`src/rtl/multicycle_control.sv`:
```
// Multicycle RISC-V control FSM with wait states on memory-access states.
// Define BRANCH_EXT_EN to make BRANCH honour funct3 (beq/bne) instead of taking on Zero alone.
module multicycle_control #(
    parameter int MEM_WAIT = 0
) (
    input  logic       clk,
    input  logic       reset,
    input  logic [6:0] op,
    input  logic [2:0] funct3,
    input  logic       funct7_5,
    input  logic       Zero,
    output logic       PCWrite,
    output logic       AdrSrc,
    output logic       MemWrite,
    output logic       IRWrite,
    output logic       RegWrite,
    output logic [1:0] ResultSrc,
    output logic [1:0] ALUSrcA,
    output logic [1:0] ALUSrcB,
    output logic [1:0] ImmSrc,
    output logic [2:0] ALUControl,
    output logic [3:0] state,
    output logic       illegal_op
);

    typedef enum logic [3:0] {
        S_FETCH    = 4'd0,
        S_DECODE   = 4'd1,
        S_MEMADR   = 4'd2,
        S_MEMREAD  = 4'd3,
        S_MEMWB    = 4'd4,
        S_MEMWRITE = 4'd5,
        S_EXECUTER = 4'd6,
        S_EXECUTEI = 4'd7,
        S_ALUWB    = 4'd8,
        S_BRANCH   = 4'd9,
        S_JAL      = 4'd10
    } state_t;

    localparam logic [6:0] OP_LOAD   = 7'b0000011;
    localparam logic [6:0] OP_STORE  = 7'b0100011;
    localparam logic [6:0] OP_RTYPE  = 7'b0110011;
    localparam logic [6:0] OP_ITYPE  = 7'b0010011;
    localparam logic [6:0] OP_BRANCH = 7'b1100011;
    localparam logic [6:0] OP_JAL    = 7'b1101111;
    localparam logic [3:0] WAIT_LAST = 4'(MEM_WAIT);

    state_t     state_q, state_d;
    logic [3:0] wait_cnt;
    logic [1:0] alu_op;
    logic       wait_done;
    logic       branch_taken;

    function automatic logic [2:0] alu_decode(input logic [1:0] aop, input logic [2:0] f3,
                                              input logic sub_sel);
        logic [2:0] ctl;
        ctl = 3'b000;
        case (aop)
            2'b01: ctl = 3'b001;
            2'b10: begin
                case (f3)
                    3'b000:  ctl = sub_sel ? 3'b001 : 3'b000;
                    3'b010:  ctl = 3'b101;
                    3'b110:  ctl = 3'b011;
                    3'b111:  ctl = 3'b010;
                    default: ctl = 3'b000;
                endcase
            end
            default: ctl = 3'b000;
        endcase
        return ctl;
    endfunction

`ifdef BRANCH_EXT_EN
    assign branch_taken = (funct3 == 3'b000) ? Zero :
                          (funct3 == 3'b001) ? ~Zero : 1'b0;
`else
    assign branch_taken = Zero;
`endif

    assign wait_done  = (wait_cnt == WAIT_LAST);
    assign state      = state_q;
    assign ALUControl = alu_decode(alu_op, funct3, op[5] & funct7_5);

    // The wait counter restarts whenever the state changes, so only held states accumulate.
    always_ff @(posedge clk or posedge reset) begin
        if (reset) begin
            state_q  <= S_FETCH;
            wait_cnt <= 4'd0;
        end else begin
            state_q  <= state_d;
            wait_cnt <= (state_d != state_q) ? 4'd0 : wait_cnt + 4'd1;
        end
    end

    always_comb begin
        case (op)
            OP_ITYPE, OP_LOAD: ImmSrc = 2'b00;
            OP_STORE:          ImmSrc = 2'b01;
            OP_BRANCH:         ImmSrc = 2'b10;
            OP_JAL:            ImmSrc = 2'b11;
            default:           ImmSrc = 2'b00;
        endcase
    end

    always_comb begin
        state_d    = S_FETCH;
        PCWrite    = 1'b0;
        AdrSrc     = 1'b0;
        MemWrite   = 1'b0;
        IRWrite    = 1'b0;
        RegWrite   = 1'b0;
        ResultSrc  = 2'b00;
        ALUSrcA    = 2'b00;
        ALUSrcB    = 2'b00;
        alu_op     = 2'b00;
        illegal_op = 1'b0;
        case (state_q)
            S_FETCH: begin
                ALUSrcB   = 2'b10;
                ResultSrc = 2'b10;
                if (wait_done) begin
                    IRWrite = 1'b1;
                    PCWrite = 1'b1;
                    state_d = S_DECODE;
                end else begin
                    state_d = S_FETCH;
                end
            end
            S_DECODE: begin
                ALUSrcA = 2'b01;
                ALUSrcB = 2'b01;
                case (op)
                    OP_LOAD, OP_STORE: state_d = S_MEMADR;
                    OP_RTYPE:          state_d = S_EXECUTER;
                    OP_ITYPE:          state_d = S_EXECUTEI;
                    OP_BRANCH:         state_d = S_BRANCH;
                    OP_JAL:            state_d = S_JAL;
                    default: begin
                        illegal_op = 1'b1;
                        state_d    = S_FETCH;
                    end
                endcase
            end
            S_MEMADR: begin
                ALUSrcA = 2'b10;
                ALUSrcB = 2'b01;
                state_d = op[5] ? S_MEMWRITE : S_MEMREAD;
            end
            S_MEMREAD: begin
                AdrSrc  = 1'b1;
                state_d = wait_done ? S_MEMWB : S_MEMREAD;
            end
            S_MEMWB: begin
                ResultSrc = 2'b01;
                RegWrite  = 1'b1;
            end
            S_MEMWRITE: begin
                AdrSrc = 1'b1;
                if (wait_done) begin
                    MemWrite = 1'b1;
                    state_d  = S_FETCH;
                end else begin
                    state_d = S_MEMWRITE;
                end
            end
            S_EXECUTER: begin
                ALUSrcA = 2'b10;
                alu_op  = 2'b10;
                state_d = S_ALUWB;
            end
            S_EXECUTEI: begin
                ALUSrcA = 2'b10;
                ALUSrcB = 2'b01;
                alu_op  = 2'b10;
                state_d = S_ALUWB;
            end
            S_ALUWB: RegWrite = 1'b1;
            S_BRANCH: begin
                ALUSrcA = 2'b10;
                alu_op  = 2'b01;
                PCWrite = branch_taken;
            end
            S_JAL: begin
                ALUSrcA = 2'b01;
                ALUSrcB = 2'b10;
                PCWrite = 1'b1;
                state_d = S_ALUWB;
            end
            default: state_d = S_FETCH;
        endcase
        // Reset already parks the state in FETCH; only the strobes need masking.
        if (reset) begin
            PCWrite    = 1'b0;
            IRWrite    = 1'b0;
            MemWrite   = 1'b0;
            RegWrite   = 1'b0;
            illegal_op = 1'b0;
        end
    end

endmodule

```
`config.mk`:
```
export PLATFORM = sky130hd
export DESIGN_NAME = multicycle_control
export DESIGN_NICKNAME = d
export VERILOG_FILES = /design/src/rtl/multicycle_control.sv
export SDC_FILE = /design/constraint.sdc
export NUM_CORES = 1
export LEC_CHECK = 0
export BUFFER_PORTS_ARGS = -buffer_cell sky130_fd_sc_hd__buf_2
export CAP_MARGIN = 10
export CORE_ASPECT_RATIO = 0.7
export CORE_UTILIZATION = 46
export CTS_CLUSTER_SIZE = 30
export DETAILED_ROUTE_END_ITERATION = 10
export GPL_TIMING_DRIVEN = 0
export PLACE_DENSITY_LB_ADDON = 0.05
export SLEW_MARGIN = 20
export SYNTH_ARGS = -nofsm -noshare
export SYNTH_HDL_FRONTEND = slang
export SYNTH_SLANG_ARGS = --single-unit
```
`constraint.sdc`:
```
create_clock -name clk -period 4.8 [get_ports clk]
set_clock_uncertainty 0.2 [all_clocks]
set_input_delay 1.44 -clock clk [delete_from_list [all_inputs] [get_ports clk]]
set_output_delay 1.44 -clock clk [all_outputs]
set_load 0.01 [all_outputs]
```
-- After elaboration in Yosys (flattened, before gate mapping)
Index checks and enable logic that the tools add are counted.
- bits in registers: 8
- add/subtract/negate cells: 1
- equality and inequality tests: 22
- mux-type cells: 28
- bitwise logic cells: 1
- reductions and logical operators: 13
- operators by type and width (cell ; number):
    $pmux W4 S6 ; 1
    $pmux W4 S5 ; 1
    $eq A4 B3 Y1 const B ; 4
    $pmux W2 S2 ; 4
    $eq A7 B6 Y1 const B ; 2
    $eq A7 B7 Y1 const B ; 2
    $mux W1 ; 14
    $eq A4 B4 Y1 const B ; 3
    $pmux W3 S4 ; 1
    $reduce_or A2 Y1 ; 6
    $mux W3 ; 3
    $eq A4 B2 Y1 const B ; 2
    $logic_not A4 Y1 ; 2
    $eq A7 B2 Y1 const B ; 1
    $eq A7 B5 Y1 const B ; 1
    $eq A3 B3 Y1 const B ; 2
    $pmux W2 S3 ; 1
    $pmux W3 S2 ; 1
    $reduce_or A3 Y1 ; 2
    $reduce_or A6 Y1 ; 1
    $add A4 B1 Y4 const B ; 1
    $eq A4 B1 Y1 const B ; 1
    $mux W4 ; 1
    $ne A4 B4 Y1 ; 1
    other kinds (7) ; 7

-- Logic depth before layout (Yosys ltp)
- depth in word-level cells: 6
- gate-level depth with buffers: 7

-- Worst setup path before layout
OpenSTA, ideal clock, no wires.
- path kind: input to output
- start point: in op[4]
- end point: out ImmSrc[0]
- data arrival time: 2.199 ns
- required time: 3.160 ns
- slack: 0.961 ns
- cell stages on the path: 3
- cells stage by stage: nand3b_1 o32a_1 nor2_1
- longest elaborated chain between the ends: 2
- ends and longest elaborated chain (element ; RTL line ; source):
    start: declaration ; 8 ; input logic [6:0] op,
    $eq A7 B7 Y1 / $eq A7 B6 Y1 (equally long branches) ; 97 ; case (op)
    $pmux W2 S3 (*) ; 97 ;
    end: declaration ; 20 ; output logic [1:0] ImmSrc,
Every way passes the cells marked *; elsewhere a longest branch is shown, timed or not.

-- Worst setup path after layout
- start point: in op[4]
- end point: out illegal_op
- longest elaborated chain between the ends: 5
- ends and longest elaborated chain (element ; RTL line ; source):
    $eq A7 B7 Y1, or another cell as far along ; 133 ; case (op)
    $reduce_or A6 Y1 (no source line) (*) ; n/a ;
    $mux W1 (*) ; 133 ;
    $mux W1 (*) ; 118 ; case (state_q)
    $mux W1 (*) ; 193 ; if (reset) begin
    end: declaration ; 23 ; output logic illegal_op
Marks and branches as above.

==> summary.md <==
| Metric | Value |
|---|---|
| Placement row count | `13` |
| Reg2reg end | `wait_cnt[2]` |
| Placement Setup Slack | `about 0.69 ns` |
| Status | `finished, final reports clean` |
| WHS Endpoint | `wait_cnt[0]` |
| Drt via density | `between 5 and 6` |
| Vias in the first global route | `807` |
| Worst Reg2Reg Path Length in Cells | `5` |
| Post-CTS Resized | `0` |
| Worst-margin pin slew | `slightly above 0.5 ns` |
| Cell Pwr Density | `around 300 nW/um^2` |
| Final setup TNS | `0 ns` |
| CP cell instances | `buf_2 -> nand3b_1 -> or2_2 -> a21oi_1 -> nor3_1 -> buf_2` |
| Slowest CP cell | `or2_2` |
| CP top delay family | `simple AND/OR/NAND/NOR gates` |
| Slew Viols, Final | `0` |
| Yosys top cell by area | `dfrtp_1` |
| Met2 wire length | `1090 um` |
| Final Instance Area | `about 1200 um^2` |
| H-tree Lvls | `1` |
| Die Span X | `56.4 um` |
| Buffers added on ports | `34` |
| Via count | `between 1000 and 1500` |
| Initial antenna violation count | `0` |
| Die Y | `40.1 um` |
| Crit path buf inv count | `2` |
| Post-CTS Hold Buffers | `0` |
| Number of clock sinks | `8` |
| Post-DP HPWL | `between 2000 and 2500 um` |
| 1st-iter DRT viols | `38` |
| Clk pin slew, worst setup/hold paths | `0.05 ns` |
| R2R setup slack | `2.71 ns` |
| Initial DRT Pass Iterations | `4` |
| MaxCap Viol Count | `0` |
| Worst vdd ir | `0.305 mV` |
| Post-Route M1 WL | `1230 um` |
| Worst setup EP type | `primary output` |
| Clk root buf | `clkbuf_4` |
| CP max FO | `6` |
| Critical Path RT | `between 3 and 4 ns` |
| RSZ-0062 raised after global routing | `no` |
| CTS Buf Count | `3` |
| Post-Syn Nets | `143` |
| Hold Crit Class | `reg -> reg` |
| Top routing layer in use | `met3` |
| Slowest Stage Delay on Critical Path | `about 0.35 ns` |
| Share of cells above drive strength 1 | `28.4%` |
| Synth Register Bits | `8` |
| Synth top area cells | `dfrtp_1 (21%), ha_1 (5.2%), nor2_1 (5.1%), nor3_1 (4.2%), inv_1 (3.9%)` |
| Leakage power | `roughly 0.56 nW` |
| Hold Path Stages | `2` |
| Synth cell types | `43` |
| Crit path time final | `4.12 ns` |
| Yosys warns | `0` |
| Core Area | `1900 um^2` |
| CTS tree | `built` |
| Nets | `between 150 and 200` |
| Slew HR | `65.8%` |
| DRT Wirelength | `~2500 um` |
| Die area | `about 2300 um^2` |
| Seq/Total Area, Yosys | `between 20% and 30%` |
| Crit Path Class | `in -> out` |
| Met3 WL | `212 um` |
| Fmax | `roughly 240 MHz` |
| Post-synth top area share | `between 20% and 30%` |
| Routability cong. | `0.892` |
| Final setup violating endpoints | `0` |
| Syn Area/Cell | `7.63 um^2` |
| Remaining antenna violation count | `0` |
| Most used flip-flop cell after synthesis | `dfrtp_1` |
| Final WS setup | `0.677 ns` |
| Netlist Area Pre-Place | `953 um^2` |
| Fin cells | `~180` |
| DP Area | `1150 um^2` |
| Largest net degree at the start of global routing | `11` |
| IO Count | `35` |
| Total GRT Usage | `23.5%` |
| Post-route DRC | `0` |
| R2R Path Start | `state[1]` |
| Crit start category | `primary input` |
| Post-CTS Setup Repair Bufs | `0` |
| Hold path start | `wait_cnt[0]` |
| Total design power | `between 0.3 and 0.4 mW` |
| Top cell by count, worst path | `buf_2` |
| Commonest non-fill, non-tap cells in the layout | `buf_2 (34), nor2_1 (13), inv_1 (10)` |
| Clock Latency Late Sink | `roughly 0.25 ns` |
| Post-synth EDFFs | `0` |
| Gr ovfl total | `0` |
| Initial cell density of the core | `between 50 and 60%` |
| Layout overhead on the synthesized area | `23.1%` |
| Clock buffer depth | `2` |
| Final Hold Vio Count | `0` |
| Most common cell after layout, fill and taps aside | `buf_2` |
| Post-synthesis cell count | `roughly 130` |
| Ant. Diodes | `0` |
| Async SR Flop Fraction | `100%` |
| Placed insts | `181` |
| Final period utilization | `a little under nine tenths` |
| Routed len/inst | `13.7 um` |
| Global-route wire length before repair | `between 3000 and 4000 um` |
| CP arrival | `approximately 2.5 ns` |
cells in the mapped netlist, drive strengths merged (2+ instances only):
| cell type | count |
|---|---|
| nor2 | 13 |
| inv | 10 |
| dfrtp | 8 |
| nor3 | 8 |
| nand2b | 7 |
| a21oi | 6 |
| clkbuf | 6 |
| nand2 | 5 |
| o21ai | 5 |
| ha | 4 |
| nor3b | 4 |
| o31ai | 4 |
| and2 | 3 |
| buf | 3 |
| nor4 | 3 |
| nor4b | 3 |
| xnor2 | 3 |
| xor2 | 3 |
| a31oi | 2 |
| nand3 | 2 |
| nor2b | 2 |
| nor4bb | 2 |
| or2 | 2 |
| or3b | 2 |
layer usage:
layer / global-route usage [%] / vias to the layer above
met5: 0 / -
met2: 34.5 / 42
met3: 6.13 / 0
li1: - / 529
met1: 34.8 / 474
met4: 3.66 / 0
stage by stage:
| stage | util, % | hold slack (ns) |
|---|---|---|
| finish | 61.7 | 0.412 |
| global route | 61.7 | 0.459 |
| CTS | 61.7 | 0.411 |
| detailed placement | 60.5 | 0.403 |
| global placement | 60.5 | 0.398 |
| floorplan | - | 0.367 |
state kept, by name, indices dropped and copies added, names as in the netlist:
signal    cells
state         4
wait_cnt      4
cells by family after synthesis:
group                    synth area share, %
multiplexers                            1.05
AO/OA/AOI/OAI                           19.6
adder cells (fa/ha/maj)                 5.25
buffers and inverters                   8.66
XOR/XNOR                                5.51
flip-flops                              21.0
AND/OR/NAND/NOR                         39.0
worst max path at each step:
stage	slack [ns]	startpoint	endpoint	depth (start not counted)
after detailed placement	0.69	op[4]	illegal_op	6
after floorplan	0.96	op[4]	ImmSrc[0]	3
after CTS	0.68	op[4]	illegal_op	6
after global routing	0.60	op[4]	illegal_op	6
final	0.68	op[4]	illegal_op	6
after global placement	0.72	op[4]	illegal_op	6
area by class of cell:
type                    count  area (um^2)
fillers                   185          729
multi-input cells          98          671
flip-flops and latches      8          200
repair buffers             34          170
plain buffers               9         45.0
inverters                  10         37.5
well taps                  22         27.5
clock buffers               3         22.5
worst register-to-register path, delay by kind of cell (launching register included):
| family | cells | cell delay (ns) |
|---|---|---|
| and+or+nand+nor | 3 | 1.01 |
| DFF | 1 | 0.38 |
| AOI/OAI and AO/OA | 1 | 0.25 |
| buffers and inverters | 1 | 0.14 |
power by group:
part,switching (mW),internal [mW],total [mW]
clock network,0.0218,0.0285,0.0503
registers,0.00458,0.0747,0.0793
logic,0.132,0.0912,0.223
(Power assumes the default switching activity.)
